==> src/rtl/kmp_stream_matcher.sv <==
// rtl/kmp_stream_matcher.sv - streaming Knuth-Morris-Pratt pattern matcher
// Builds the failure table from the pattern RAM, then scans a valid/ready text stream.
module kmp_stream_matcher #(
  parameter int CHAR_W  = 8,
  parameter int PAT_MAX = 8,
  parameter int POS_W   = 16,
  parameter int CNT_W   = 8,
  localparam int LW = $clog2(PAT_MAX + 1),
  localparam int AW = $clog2(PAT_MAX)
) (
  input  logic              clk,
  input  logic              rst,
  input  logic              start,
  input  logic [LW-1:0]     pat_len,
  input  logic              pat_we,
  input  logic [AW-1:0]     pat_addr,
  input  logic [CHAR_W-1:0] pat_data,
  input  logic              txt_valid,
  input  logic [CHAR_W-1:0] txt_data,
  input  logic              txt_last,
  output logic              txt_ready,
  output logic              match,
  output logic [POS_W-1:0]  match_pos,
  output logic [CNT_W-1:0]  match_count,
  output logic              busy,
  output logic              done,
  output logic              err
);

  typedef enum logic [1:0] {S_IDLE, S_BUILD, S_SEARCH, S_DONE} state_t;

  state_t            state;
  logic [CHAR_W-1:0] pat_mem  [PAT_MAX];
  logic [LW-1:0]     fail_mem [PAT_MAX];
  logic [LW-1:0]     len, i, k, j;
  logic [POS_W-1:0]  txt_idx;

  logic [AW-1:0] i_a, k_a, j_a, km1_a, jm1_a, lm1_a;
  logic [LW-1:0] j_inc;
  logic          b_eq, s_eq, backoff, accept;

  assign i_a   = AW'(i);
  assign k_a   = AW'(k);
  assign j_a   = AW'(j);
  assign km1_a = AW'(k - LW'(1));
  assign jm1_a = AW'(j - LW'(1));
  assign lm1_a = AW'(len - LW'(1));
  assign j_inc = j + LW'(1);

  assign b_eq = (pat_mem[i_a] == pat_mem[k_a]);
  assign s_eq = (txt_data == pat_mem[j_a]);

  // Back-off and match both come from the registered j; a back-off stalls the stream.
  assign backoff   = (state == S_SEARCH) && txt_valid && !s_eq && (j != '0);
  assign txt_ready = (state == S_SEARCH) && !backoff;
  assign accept    = txt_valid && txt_ready;

  assign busy = (state == S_BUILD) || (state == S_SEARCH);
  assign done = (state == S_DONE);

  always_ff @(posedge clk) begin
    if (pat_we && !busy && (int'(pat_addr) < PAT_MAX))
      pat_mem[pat_addr] <= pat_data;
  end

  always_ff @(posedge clk) begin
    if (rst) begin
      state       <= S_IDLE;
      len         <= '0;
      i           <= '0;
      k           <= '0;
      j           <= '0;
      txt_idx     <= '0;
      match       <= 1'b0;
      match_pos   <= '0;
      match_count <= '0;
      err         <= 1'b0;
    end else begin
      match <= 1'b0;
      case (state)
        S_IDLE, S_DONE: begin
          if (start) begin
            match_pos   <= '0;
            match_count <= '0;
            txt_idx     <= '0;
            if ((pat_len != '0) && (int'(pat_len) <= PAT_MAX)) begin
              state       <= S_BUILD;
              len         <= pat_len;
              i           <= LW'(1);
              k           <= '0;
              err         <= 1'b0;
              fail_mem[0] <= '0;
            end else begin
              state <= S_DONE;
              err   <= 1'b1;
            end
          end
        end
        S_BUILD: begin
          if (i == len) begin
            state <= S_SEARCH;
            j     <= '0;
          end else if (b_eq) begin
            fail_mem[i_a] <= k + LW'(1);
            k             <= k + LW'(1);
            i             <= i + LW'(1);
          end else if (k != '0) begin
            k <= fail_mem[km1_a];
          end else begin
            fail_mem[i_a] <= '0;
            i             <= i + LW'(1);
          end
        end
        S_SEARCH: begin
          if (backoff) begin
            j <= fail_mem[jm1_a];
          end else if (accept) begin
            txt_idx <= txt_idx + POS_W'(1);
            if (s_eq) begin
              if (j_inc == len) begin
                // Resume from the longest proper border so overlapping matches are found.
                match     <= 1'b1;
                match_pos <= txt_idx;
                if (match_count != '1)
                  match_count <= match_count + CNT_W'(1);
                j <= fail_mem[lm1_a];
              end else begin
                j <= j_inc;
              end
            end
            if (txt_last)
              state <= S_DONE;
          end
        end
        default: state <= S_IDLE;
      endcase
    end
  end

endmodule

==> config.mk <==
export PLATFORM = sky130hd
export DESIGN_NAME = kmp_stream_matcher
export DESIGN_NICKNAME = d
export VERILOG_FILES = /design/src/rtl/kmp_stream_matcher.sv
export SDC_FILE = /design/constraint.sdc
export NUM_CORES = 1
export LEC_CHECK = 0
export CAP_MARGIN = 15
export CORE_ASPECT_RATIO = 0.5
export CORE_UTILIZATION = 35
export CTS_CLUSTER_SIZE = 12
export DETAILED_ROUTE_END_ITERATION = 16
export DONT_BUFFER_PORTS = 1
export GPL_TIMING_DRIVEN = 0
export PLACE_DENSITY = 0.53
export SLEW_MARGIN = 20
export SYNTH_ARGS = -nofsm -noshare
export SYNTH_HDL_FRONTEND = slang
export SYNTH_SLANG_ARGS = --single-unit
==> constraint.sdc <==
create_clock -name clk -period 3.68 [get_ports clk]
set_input_delay 1.104 -clock clk [delete_from_list [all_inputs] [get_ports clk]]
set_output_delay 1.104 -clock clk [all_outputs]
set_load 0.02 [all_outputs]
Word-level counts from Yosys, hierarchy flattened --
Memories as Yosys holds them, arrays and structs flattened. A register that Yosys moved wholly into a read port is not among the register bits. Cells that the tools add are included.
Operators by class: add/sub/neg operators 8, magnitude comparators 1, multiplexer cells 71, bitwise logic cells 4, equal/unequal tests 22, reduce and logical (&&, ||, !) cells 30
Operators by type and width (count):
- 2-to-1 mux 16 bit | 7
- 2-to-1 mux 4 bit | 17
- case mux 16 bit (2 select lines) | 2
- 2-to-1 mux 8 bit | 6
- case mux 4 bit (2 select lines) | 3
- 2-to-1 mux 1 bit | 21
- 2-to-1 mux 3 bit | 7
- adder 16 x 1 -> 16 bit (second input constant) | 1
- == test 8 bit | 2
- case mux 8 bit (2 select lines) | 1
- AND reduction 5 bit | 3
- inequality test 2 bit (second input constant) | 7
- adder 4 x 1 -> 4 bit (second input constant) | 3
- 2-to-1 mux 2 bit | 6
- nonzero test 4 bit | 3
- inequality test 3 bit (second input constant) | 3
- subtractor 3 x 1 -> 3 bit (second input constant) | 3
- adder 8 x 1 -> 8 bit (second input constant) | 1
- == test 4 bit | 2
- inequality test 8 bit (second input constant) | 1
- AND reduction 4 bit | 2
- logical AND 1 bit | 7
- AND reduction 7 bit | 1
- inequality test 2 x 1 -> 1 bit (second input constant) | 3
- other kinds (17) | 24
Storage, ports and cells: output and inout bits 29, word-level logic and storage cells 148, memories 2, bits in writable memories 96, register bits after elaboration 60
Memory list:
- pat_mem | words 8, width 8, read ports 3, clocked after Yosys merged registers in 3, wr ports 1, line 33 | logic [CHAR_W-1:0] pat_mem [PAT_MAX];
- fail_mem | words 8, width 4, read ports 3, clocked after Yosys merged registers in 0, wr ports 1, line 34 | logic [LW-1:0] fail_mem [PAT_MAX];

Depth between registers and ports, before layout --
Gate-level depths: netlist of run 1.
word-level depth 12, gate-level depth with buffers 12

Least setup slack after synthesis of run 1 --
OpenSTA, ideal clock, no wires.
path kind register -> output, start point reg (tool-made name), end point out txt_ready, path buffers 2, arrival time 2.331 ns, stages on the path, launching flop included 10, path slack 0.245 ns, cells stage by stage dfxtp_1 > buf_6 > mux4_2 > mux2i_1 > xor2_1 > o2111ai_2 > nor3_2 > nor2_1 > buf_6 > nor2_1
RTL lines:
- end: declaration | line 21 | output logic txt_ready,

==> impl_metrics.py, run 1 <==
metrics = {
    "synthesis": {
        "synth_cells": 678,
        "yosys_most_used_dff": "edfxtp_1",
        "synth_edf_count": 96,
        "synth.top_cell.area_share": 0.330,
        "ys_seq_area_frac": 0.488,
        "synth.avg_cell_area_um2": 12.9,
        "ys_seq_elements": 165,
        "synth.area.top_cells": "edfxtp_1 (33%), mux4_2 (17%), dfxtp_1 (16%), mux2i_1 (5.2%), xnor2_1 (2.0%)",
        "synth.distinct_cells": 58,
        "yosysWarnings": 0,
        "postSynth.asyncResetShare": 0,
        "synth_area_leader_cell": "edfxtp_1",
        "synthesis.area_mm2": 0.00873,
        "synth_nets": 720,
    },
    "floorplanning": {
        "die_h_um": 114,
        "dieArea_mm2": 0.0256,
        "pin_count": 58,
        "initial_core_util": 0.361,
        "die_x_um": 225,
        "rows": 40,
        "coreArea_mm2": 0.0242,
    },
    "setup_path": {
        "cp-end-kind": "primary output",
        "cp_data_arrival_time_ns": 2.76,
        "worstPathRequired_ns": 2.58,
        "reg2reg_depth": 10,
        "timing_worst_setup_path_type": "flip-flop to primary output",
        "worst-path-max-fanout": 5,
        "critPathLaunchType": "flip-flop",
        "r2r_setup_slack_ns": 0.18,
        "r2r-start": "len[0]$_SDFFE_PP0P_",
        "reg2reg_to": "j[1]$_SDFFE_PP0P_",
    },
    "timing": {
        "whs_ns": 0.493,
        "final_hold_viol_count": 0,
        "layout_setup_ws_ns": -0.179,
        "tns_ns": -0.179,
        "finalMaxSlewViolations": 0,
        "fmax_ghz": 0.259,
        "relSlewSlack": 0.466,
        "final.period_utilization": 1.05,
        "skew_ns": 0.0168,
        "tightestPinTransition_ns": 0.801,
        "setup_viol": 1,
        "fin_crit_ns": 3.86,
        "rsz0062_at_grt": "yes",
    },
    "global_route": {
        "grt_pass1_wl_um": 34400,
        "antenna_found_initial": 0,
        "grt_overflow": 0,
        "grt_pass1_vias": 5956,
        "grtUsageTotal": 0.181,
        "grt_max_degree": 17,
    },
    "routing": {
        "routed_wl_um": 22000,
        "dr_total_vias": 5820,
        "dr_wl_met2_um": 10700,
        "dr.pass1.iters": 4,
        "first_iter_violations": 470,
        "wire_per_inst_um": 20.7,
        "drt-met1-wl_um": 10000,
        "drc_errors": 0,
        "drt-vias-per-instance": 5.46,
        "top_layer_used": "met4",
        "antenna_left": 0,
        "met3_length_um": 1160,
    },
    "worst_hold_path": {
        "whs_endpoint": "txt_idx[15]$_SDFFE_PP0P_",
        "whs_path_depth": 2,
        "hp-start": "txt_idx[15]$_SDFFE_PP0P_",
        "hold_path_class": "flip-flop to flip-flop",
    },
    "cells_and_area": {
        "fin_cells": 1065,
        "fin_nets": 758,
        "fin_area_mm2": 0.0102,
        "drive_above_1_share": 0.243,
        "num_antenna_cells": 0,
        "final_common_cell": "edfxtp_1",
        "area_growth_syn_to_layout_pct": 17.0,
        "final_cell_mix": "edfxtp_1 (96), dfxtp_1 (67), mux4_2 (65)",
    },
    "flow_run": {
        "maxCapViolCount": 0,
    },
    "power_and_ir_drop": {
        "seqPwrFrac": 0.424,
        "p_switching_uw": 1430,
        "vdd_drop_max_uv": 333,
        "p_int_uw": 3560,
        "combPwrFrac": 0.210,
        "p_sw_frac": 0.287,
        "p_per_area_mw_per_mm2": 488,
        "leakage_uw": 0.00337,
        "clkPwrFrac": 0.367,
    },
    "placement": {
        "dp_hpwl_um": 16200,
        "dp_slack_ns": -0.576,
        "port_buffers": 0,
        "dp_cells": 1022,
        "placed_area_mm2": 0.00927,
        "gp_congestion": 0.832,
    },
    "clocking": {
        "cts_tree": "yes",
        "hold_buffers": 0,
        "numCtsBuffers": 17,
        "clkTransAtPathRegs_ns": 0.06,
        "cts-root-buf": "clkbuf_16",
        "clk_latency_ns": 0.45,
        "clock_path_buffers": 2,
        "htree_levels": 4,
        "cts_sinks": 165,
    },
    "run_status": {
        "status": "complete, but fails checks",
        "violations": "negative setup slack",
    },
}
-- cell type report --
class | instances | area [um^2]
Buffer | 35 | 211
Sequential cell | 165 | 4270
Clock inverter | 9 | 124
Inverter | 22 | 82.6
Tap cell | 336 | 420
Fill cell | 2265 | 14000
Multi-Input combinational cell | 452 | 4410
Timing Repair Buffer | 23 | 221
Clock buffer | 23 | 479
-- sequential cells by signal (all words and copies together) (netlist names), named ones only --
| name | flops |
|---|---|
| pat_mem | 64 |
| len | 4 |
| k | 4 |
| match_count | 8 |
| i | 4 |
| state | 2 |
| fail_mem | 32 |
| txt_idx | 16 |
| err | 1 |
| match | 1 |
| match_pos | 16 |
| j | 4 |
-- worst max path at each step --
| stage | endpoint | startpoint | cells past startpoint |
|---|---|---|---|
| after global routing | txt_ready | flip-flop | 8 |
| after floorplan | txt_ready | flip-flop | 9 |
| after CTS | txt_ready | flip-flop | 8 |
| after detailed placement | txt_ready | flip-flop | 9 |
| final | txt_ready | flip-flop | 8 |
| after global placement | txt_ready | flip-flop | 9 |
-- layer usage --
metal  vias up  global-route usage
met1      2946               0.236
met5         -                   0
met4         0              0.0422
li1       2734                   -
met3        13              0.0487
met2       127               0.303
-- logic make-up (layout without fill, tap and decap cells) --
logic type	Yosys count	count (layout)	synth area share
flops	165	165	0.488
compound gates	116	116	0.0915
simple gates	166	166	0.0999
buf+inv	61	112	0.0322
fa+ha+maj	13	13	0.0186
xor+xnor	36	36	0.0361
mux	121	121	0.233
-- power groups by stage --
stage | clock [uW] | combinational, uW | sequential, uW
finish | 1830 | 1050 | 2110
global route | 1930 | 1140 | 2120
CTS | 1860 | 1030 | 2110
detailed placement | 0 | 1000 | 2150
global placement | 0 | 971 | 2150
floorplan | 0 | 747 | 2120
-- synthesized netlist by cell type (all sizes together), types with 13 or more instances --
| cell type | count |
|---|---|
| dfxtp | 69 |
| nand4 | 14 |
| inv | 21 |
| nor2 | 42 |
| o21ai | 30 |
| a22o | 18 |
| mux2i | 45 |
| ha | 13 |
| xnor2 | 20 |
| edfxtp | 96 |
| mux4 | 65 |
| a21oi | 26 |
| nor3 | 22 |
| nand3 | 15 |
| nand2 | 32 |
| buf | 21 |
| xor2 | 16 |
| clkbuf | 18 |
-- worst max-delay path, cell delays in order (launching register included) --
cell       delay [ns]
dfxtp_4          0.39
bufbuf_16        0.27
buf_4            0.11
mux4_2           0.55
xor2_4           0.20
o2111ai_4        0.19
nor3_4           0.33
nor2_4           0.10
nor2_4           0.17
-- what timing repair did --
| item | 4_1_cts | 5_1_grt |
|---|---|---|
| setup buffers | 7 | 7 |
| cloned | 1 | 0 |
| setup endpoints to repair | 75 | 69 |
| gates resized for setup | 35 | 14 |
| pin swaps | 5 | 10 |
-- through the flow --
step | power [uW] | utilization
6_report | 4990 | 0.422
3_5_place_dp | 3150 | 0.382
4_1_cts | 4990 | 0.417
2_1_floorplan | 2870 | -
5_1_grt | 5190 | 0.422
3_3_place_gp | 3120 | 0.378
No activity file was read; power rests on OpenSTA's default activity.
==> run 2, diff against run 1 <==
- CELL_PAD_IN_SITES_DETAIL_PLACEMENT: not set -> 1
- CELL_PAD_IN_SITES_GLOBAL_PLACEMENT: not set -> 2
- PLACE_DENSITY: 0.53 -> 0.69
==> run 2 against run 1 <==
  * The flow still finishes with violations (negative setup slack)
  * Global-route usage up 1.2 points
  * Design area down 1.3%
  * Non-clock buffer count unchanged
  * Utilization shrank 0.55 points
  * Critical path type unchanged
==> impl_metrics.py, run 2 (same netlist as run 1, synthesis figures left out) <==
metrics = {
    "placement": {
        "port_buffers": 0,
        "dp_cells": 1022,
        "placed_area_mm2": 0.00926,
        "dp_hpwl_um": 17300,
        "gp_congestion": 0.827,
    },
    "routing": {
        "routed_wl_um": 23500,
        "drt-met1-wl_um": 10500,
        "drt-vias-per-instance": 5.47,
        "dr_wl_met2_um": 11600,
        "drc_errors": 0,
        "dr.pass1.iters": 4,
        "antenna_left": 0,
        "dr_total_vias": 5819,
        "met3_length_um": 1260,
        "wire_per_inst_um": 22.1,
        "top_layer_used": "met4",
        "first_iter_violations": 318,
    },
    "clocking": {
        "cts_tree": "yes",
        "clock_path_buffers": 2,
        "clkTransAtPathRegs_ns": 0.07,
        "clk_latency_ns": 0.45,
        "hold_buffers": 0,
        "numCtsBuffers": 17,
        "cts-root-buf": "clkbuf_16",
        "cts_sinks": 165,
        "htree_levels": 4,
    },
    "timing": {
        "fmax_ghz": 0.261,
        "relSlewSlack": 0.460,
        "final.period_utilization": 1.04,
        "tightestPinTransition_ns": 0.810,
        "finalMaxSlewViolations": 0,
        "fin_crit_ns": 3.83,
        "rsz0062_at_grt": "yes",
        "tns_ns": -0.153,
        "skew_ns": 0.0131,
        "layout_setup_ws_ns": -0.153,
        "setup_viol": 1,
        "final_hold_viol_count": 0,
    },
    "power_and_ir_drop": {
        "power_uw": 4880,
        "p_sw_frac": 0.309,
        "clkPwrFrac": 0.355,
        "p_int_uw": 3370,
        "p_per_area_mw_per_mm2": 484,
        "leakage_uw": 0.00332,
        "p_switching_uw": 1510,
        "vdd_drop_max_uv": 286,
        "combPwrFrac": 0.213,
        "seqPwrFrac": 0.432,
    },
    "floorplanning": {
        "coreArea_mm2": 0.0242,
        "dieArea_mm2": 0.0256,
        "rows": 40,
        "die_h_um": 114,
        "pin_count": 58,
        "die_x_um": 225,
        "initial_core_util": 0.361,
    },
    "worst_hold_path": {
        "hp-start": "txt_idx[15]$_SDFFE_PP0P_",
        "whs_path_depth": 2,
        "whs_endpoint": "txt_idx[15]$_SDFFE_PP0P_",
        "hold_path_class": "flip-flop to flip-flop",
    },
    "setup_path": {
        "r2r_setup_slack_ns": 0.23,
        "worstPathRequired_ns": 2.58,
        "cp-end-kind": "primary output",
        "reg2reg_to": "fail_mem[6][2]$_DFFE_PP_",
        "worst-path-max-fanout": 8,
        "timing_worst_setup_path_type": "flip-flop to primary output",
        "critPathLaunchType": "flip-flop",
        "cp_data_arrival_time_ns": 2.73,
        "reg2reg_depth": 9,
    },
    "cells_and_area": {
        "drive_above_1_share": 0.243,
        "final_cell_mix": "edfxtp_1 (96), dfxtp_1 (67), mux4_2 (65)",
        "final_common_cell": "edfxtp_1",
        "num_antenna_cells": 0,
        "largest-register": "pat_mem",
        "area_growth_syn_to_layout_pct": 15.4,
        "largest_register_ffs": 64,
        "fin_area_mm2": 0.0101,
        "fin_nets": 758,
        "fin_cells": 1064,
        "reg_top3": "pat_mem x64, fail_mem x32",
    },
    "run_status": {
        "violations": "negative setup slack",
        "status": "complete, but fails checks",
    },
    "flow_run": {
        "maxCapViolCount": 0,
    },
    "global_route": {
        "grtUsageTotal": 0.194,
        "grt_max_degree": 17,
        "grt_pass1_vias": 6037,
        "antenna_found_initial": 0,
        "grt_overflow": 0,
        "grt_pass1_wl_um": 36200,
    },
}
-- run 2: cell type report --
cell class	instances	area [um^2]
repair buffers	23	180
plain buffers	35	210
inverters	22	82.6
flip-flops and latches	165	4270
fillers	2582	14100
multi-input cells	452	4370
clock buffers	18	429
clock inverters	13	123
well taps	336	420
-- run 2: routing by layer --
metal | vias up | track usage
li1 | 2728 | -
met1 | 2961 | 0.250
met2 | 115 | 0.322
met3 | 15 | 0.0515
met4 | 0 | 0.0558
met5 | - | 0
-- run 2: worst max-delay path by stage --
stage | start | end | slack [ns] | depth (start not counted)
final | flip-flop | txt_ready | -0.15 | 8
after global routing | flip-flop | txt_ready | -0.25 | 8
after CTS | flip-flop | txt_ready | -0.18 | 8
after detailed placement | flip-flop | txt_ready | -0.55 | 9
after global placement | flip-flop | txt_ready | -0.50 | 9
after floorplan | flip-flop | txt_ready | 0.25 | 9
-- run 2: worst max-delay path: stages, from the launching register on --
cell and delay (ns):
dfxtp_4 0.38, buf_12 0.14, mux4_2 0.51, mux2i_2 0.22, xor2_1 0.27, o2111ai_4 0.25
nor3_4 0.28, nor2_4 0.07, nor2_4 0.15
-- run 2: power groups by stage --
stage	sequential [uW]	combinational, uW	clock, uW
6_report	2110	1040	1730
3_5_place_dp	2150	1020	0
3_3_place_gp	2140	987	0
2_1_floorplan	2120	747	0
5_1_grt	2120	1140	1830
4_1_cts	2110	1050	1780
-- run 2: per-stage QoR --
stage	util	setup slack, ns	hold slack [ns]
5_1_grt	0.416	-0.252	0.533
3_3_place_gp	0.378	-0.503	0.480
3_5_place_dp	0.382	-0.553	0.490
2_1_floorplan	-	0.245	0.456
6_report	0.416	-0.153	0.500
4_1_cts	0.413	-0.184	0.502
-- run 2: timing repair --
item                                    CTS  global route
resized for setup                        33            11
buffers inserted                          9             6
pin swaps                                 9             7
endpoints found under the setup margin   83            82
==> run 3, diff against run 2 <==
- PLACE_DENSITY: 0.69 -> 0.71
- clock period: 3.68 -> 3.08 ns (I/O delays scaled with it)
==> run 3 against run 2 <==
  * The flow still finishes with violations (negative setup slack)
  * Total power is 27% higher
  * Critical path type unchanged
  * Die area unchanged
  * Global-route usage grew 1.4 points
  * Flip-flop and latch count unchanged
  * Sequential power up 20%
  * Clock power increased by 26%
==> impl_metrics.py, run 3 (same netlist as run 1, synthesis figures left out) <==
metrics = {
    "run_status": {
        "status": "complete, but fails checks",
        "violations": "negative setup slack",
    },
    "cells_and_area": {
        "area_growth_syn_to_layout_pct": 24.2,
        "final_common_cell": "edfxtp_1",
        "reg_top3": "pat_mem x64, fail_mem x32",
        "fin_cells": 1102,
        "largest-register": "pat_mem",
        "final_cell_mix": "edfxtp_1 (96), mux4_2 (65), dfxtp_1 (63)",
        "largest_register_ffs": 64,
        "fin_nets": 795,
        "num_antenna_cells": 0,
        "drive_above_1_share": 0.342,
    },
    "routing": {
        "first_iter_violations": 279,
        "antenna_left": 0,
        "wire_per_inst_um": 23.2,
        "dr_total_vias": 6159,
        "dr.pass1.iters": 5,
        "routed_wl_um": 25600,
        "drt-vias-per-instance": 5.59,
        "drc_errors": 0,
    },
    "timing": {
        "final_hold_viol_count": 0,
        "rsz0062_at_grt": "yes",
        "setup_viol": 49,
        "layout_setup_ws_ns": -0.645,
        "finalMaxSlewViolations": 0,
        "relSlewSlack": 0.357,
        "tightestPinTransition_ns": 0.955,
        "skew_ns": 0.0101,
        "final.period_utilization": 1.21,
        "whs_ns": 0.494,
        "fin_crit_ns": 3.73,
        "fmax_ghz": 0.268,
    },
    "power_and_ir_drop": {
        "clkPwrFrac": 0.352,
        "p_per_area_mw_per_mm2": 572,
        "p_sw_frac": 0.308,
        "p_int_uw": 4290,
        "seqPwrFrac": 0.408,
        "vdd_drop_max_uv": 397,
        "leakage_uw": 0.00361,
        "p_switching_uw": 1910,
        "combPwrFrac": 0.240,
    },
    "setup_path": {
        "cp-end-kind": "primary output",
        "worst-path-max-fanout": 5,
        "crit_chain": "buf_12, mux4_2, mux2i_1, xor2_1, o2111ai_4, nor3_4, nor2_2, buf_6, nor2_4",
        "crit_family": "multiplexers",
        "slowest_stage": "mux4_2",
        "r2r_setup_slack_ns": -0.21,
        "reg2reg_to": "txt_idx[15]$_SDFFE_PP0P_",
        "reg2reg_depth": 13,
        "timing_worst_setup_path_type": "flip-flop to primary output",
        "crit_buf_inv": 2,
        "slowest_delay_ns": 0.50,
        "worstPathRequired_ns": 2.16,
        "critPathLaunchType": "flip-flop",
        "cp_data_arrival_time_ns": 2.80,
    },
    "floorplanning": {
        "die_x_um": 225,
        "coreArea_mm2": 0.0242,
        "die_h_um": 114,
        "dieArea_mm2": 0.0256,
        "rows": 40,
        "initial_core_util": 0.361,
        "pin_count": 58,
    },
    "worst_hold_path": {
        "hp-start": "txt_idx[15]$_SDFFE_PP0P_",
        "hold_path_class": "flip-flop to flip-flop",
        "whs_endpoint": "txt_idx[15]$_SDFFE_PP0P_",
        "whs_path_depth": 2,
    },
    "global_route": {
        "grt_overflow": 0,
        "antenna_found_initial": 1,
        "grt_max_degree": 17,
        "grt_pass1_wl_um": 38900,
        "grt_pass1_vias": 6566,
        "grtUsageTotal": 0.208,
    },
    "clocking": {
        "hold_buffers": 0,
        "clock_path_buffers": 2,
        "clk_latency_ns": 0.45,
        "cts-root-buf": "clkbuf_16",
        "htree_levels": 4,
        "cts_sinks": 165,
        "numCtsBuffers": 17,
        "cts_tree": "yes",
        "clkTransAtPathRegs_ns": 0.07,
    },
    "placement": {
        "gp_congestion": 0.801,
        "port_buffers": 0,
        "dp_hpwl_um": 17900,
        "dp_slack_ns": -0.974,
        "dp_cells": 1022,
    },
    "flow_run": {
        "maxCapViolCount": 0,
    },
}
## run 3: worst min-delay path: cells and delay by family (launching register included)
family | cells | cell delay (ns)
flip-flops | 1 | 0.32
AO/OA/AOI/OAI | 2 | 0.13
## run 3: how the worst max path moves through the flow
stage / startpoint / endpoint / slack [ns] / cells after the start
2_1_floorplan: flip-flop / txt_ready / -0.02 / 9
3_3_place_gp: flip-flop / fail_mem[1][2]$_DFFE_PP_ / -0.94 / 10
3_5_place_dp: flip-flop / fail_mem[1][2]$_DFFE_PP_ / -0.97 / 10
4_1_cts: flip-flop / txt_ready / -0.74 / 9
5_1_grt: flip-flop / txt_ready / -0.73 / 9
6_report: flip-flop / txt_ready / -0.65 / 9
## run 3: repair_timing
action,4_1_cts,5_1_grt
gates cloned,3,0
pin swaps,29,43
endpoints found under the setup margin,124,127
setup buffers,45,12
resized for setup,77,65
## run 3: layout make-up
| cell class | count | area (um^2) |
|---|---|---|
| sequential | 165 | 4270 |
| multi-input combinational | 452 | 4610 |
| buffer | 32 | 249 |
| clock inverter | 14 | 164 |
| fill | 2473 | 13400 |
| clock buffer | 18 | 429 |
| tap | 336 | 420 |
| timing repair buffer | 63 | 614 |
| inverter | 22 | 82.6 |
## run 3: per-layer routing
metal | vias to the layer above | share of wire | global-route usage
met5 | - | 0.00051 | 0
met4 | 2 | 0.020 | 0.0694
met3 | 37 | 0.043 | 0.0513
met2 | 140 | 0.50 | 0.355
met1 | 3179 | 0.44 | 0.260
li1 | 2801 | - | -
## run 3: metrics by stage
| step | power [uW] | TNS [ns] | utilization | area [um^2] |
|---|---|---|---|---|
| 6_report | 6200 | -3.01 | 0.448 | 10800 |
| 5_1_grt | 6460 | -8.95 | 0.448 | 10800 |
| 4_1_cts | 6180 | -2.87 | 0.436 | 10600 |
| 3_5_place_dp | 3790 | -64.16 | 0.383 | 9270 |
| 3_3_place_gp | 3740 | -69.74 | 0.379 | 9170 |
| 2_1_floorplan | 3430 | -0.0199 | - | 8750 |
## run 3: power by group through the flow
stage	registers, uW	logic, uW	clock network [uW]
after detailed placement	2570	1220	0
after CTS	2530	1420	2230
final	2530	1490	2180
after global placement	2560	1180	0
after floorplan	2540	899	0
after global routing	2540	1610	2320
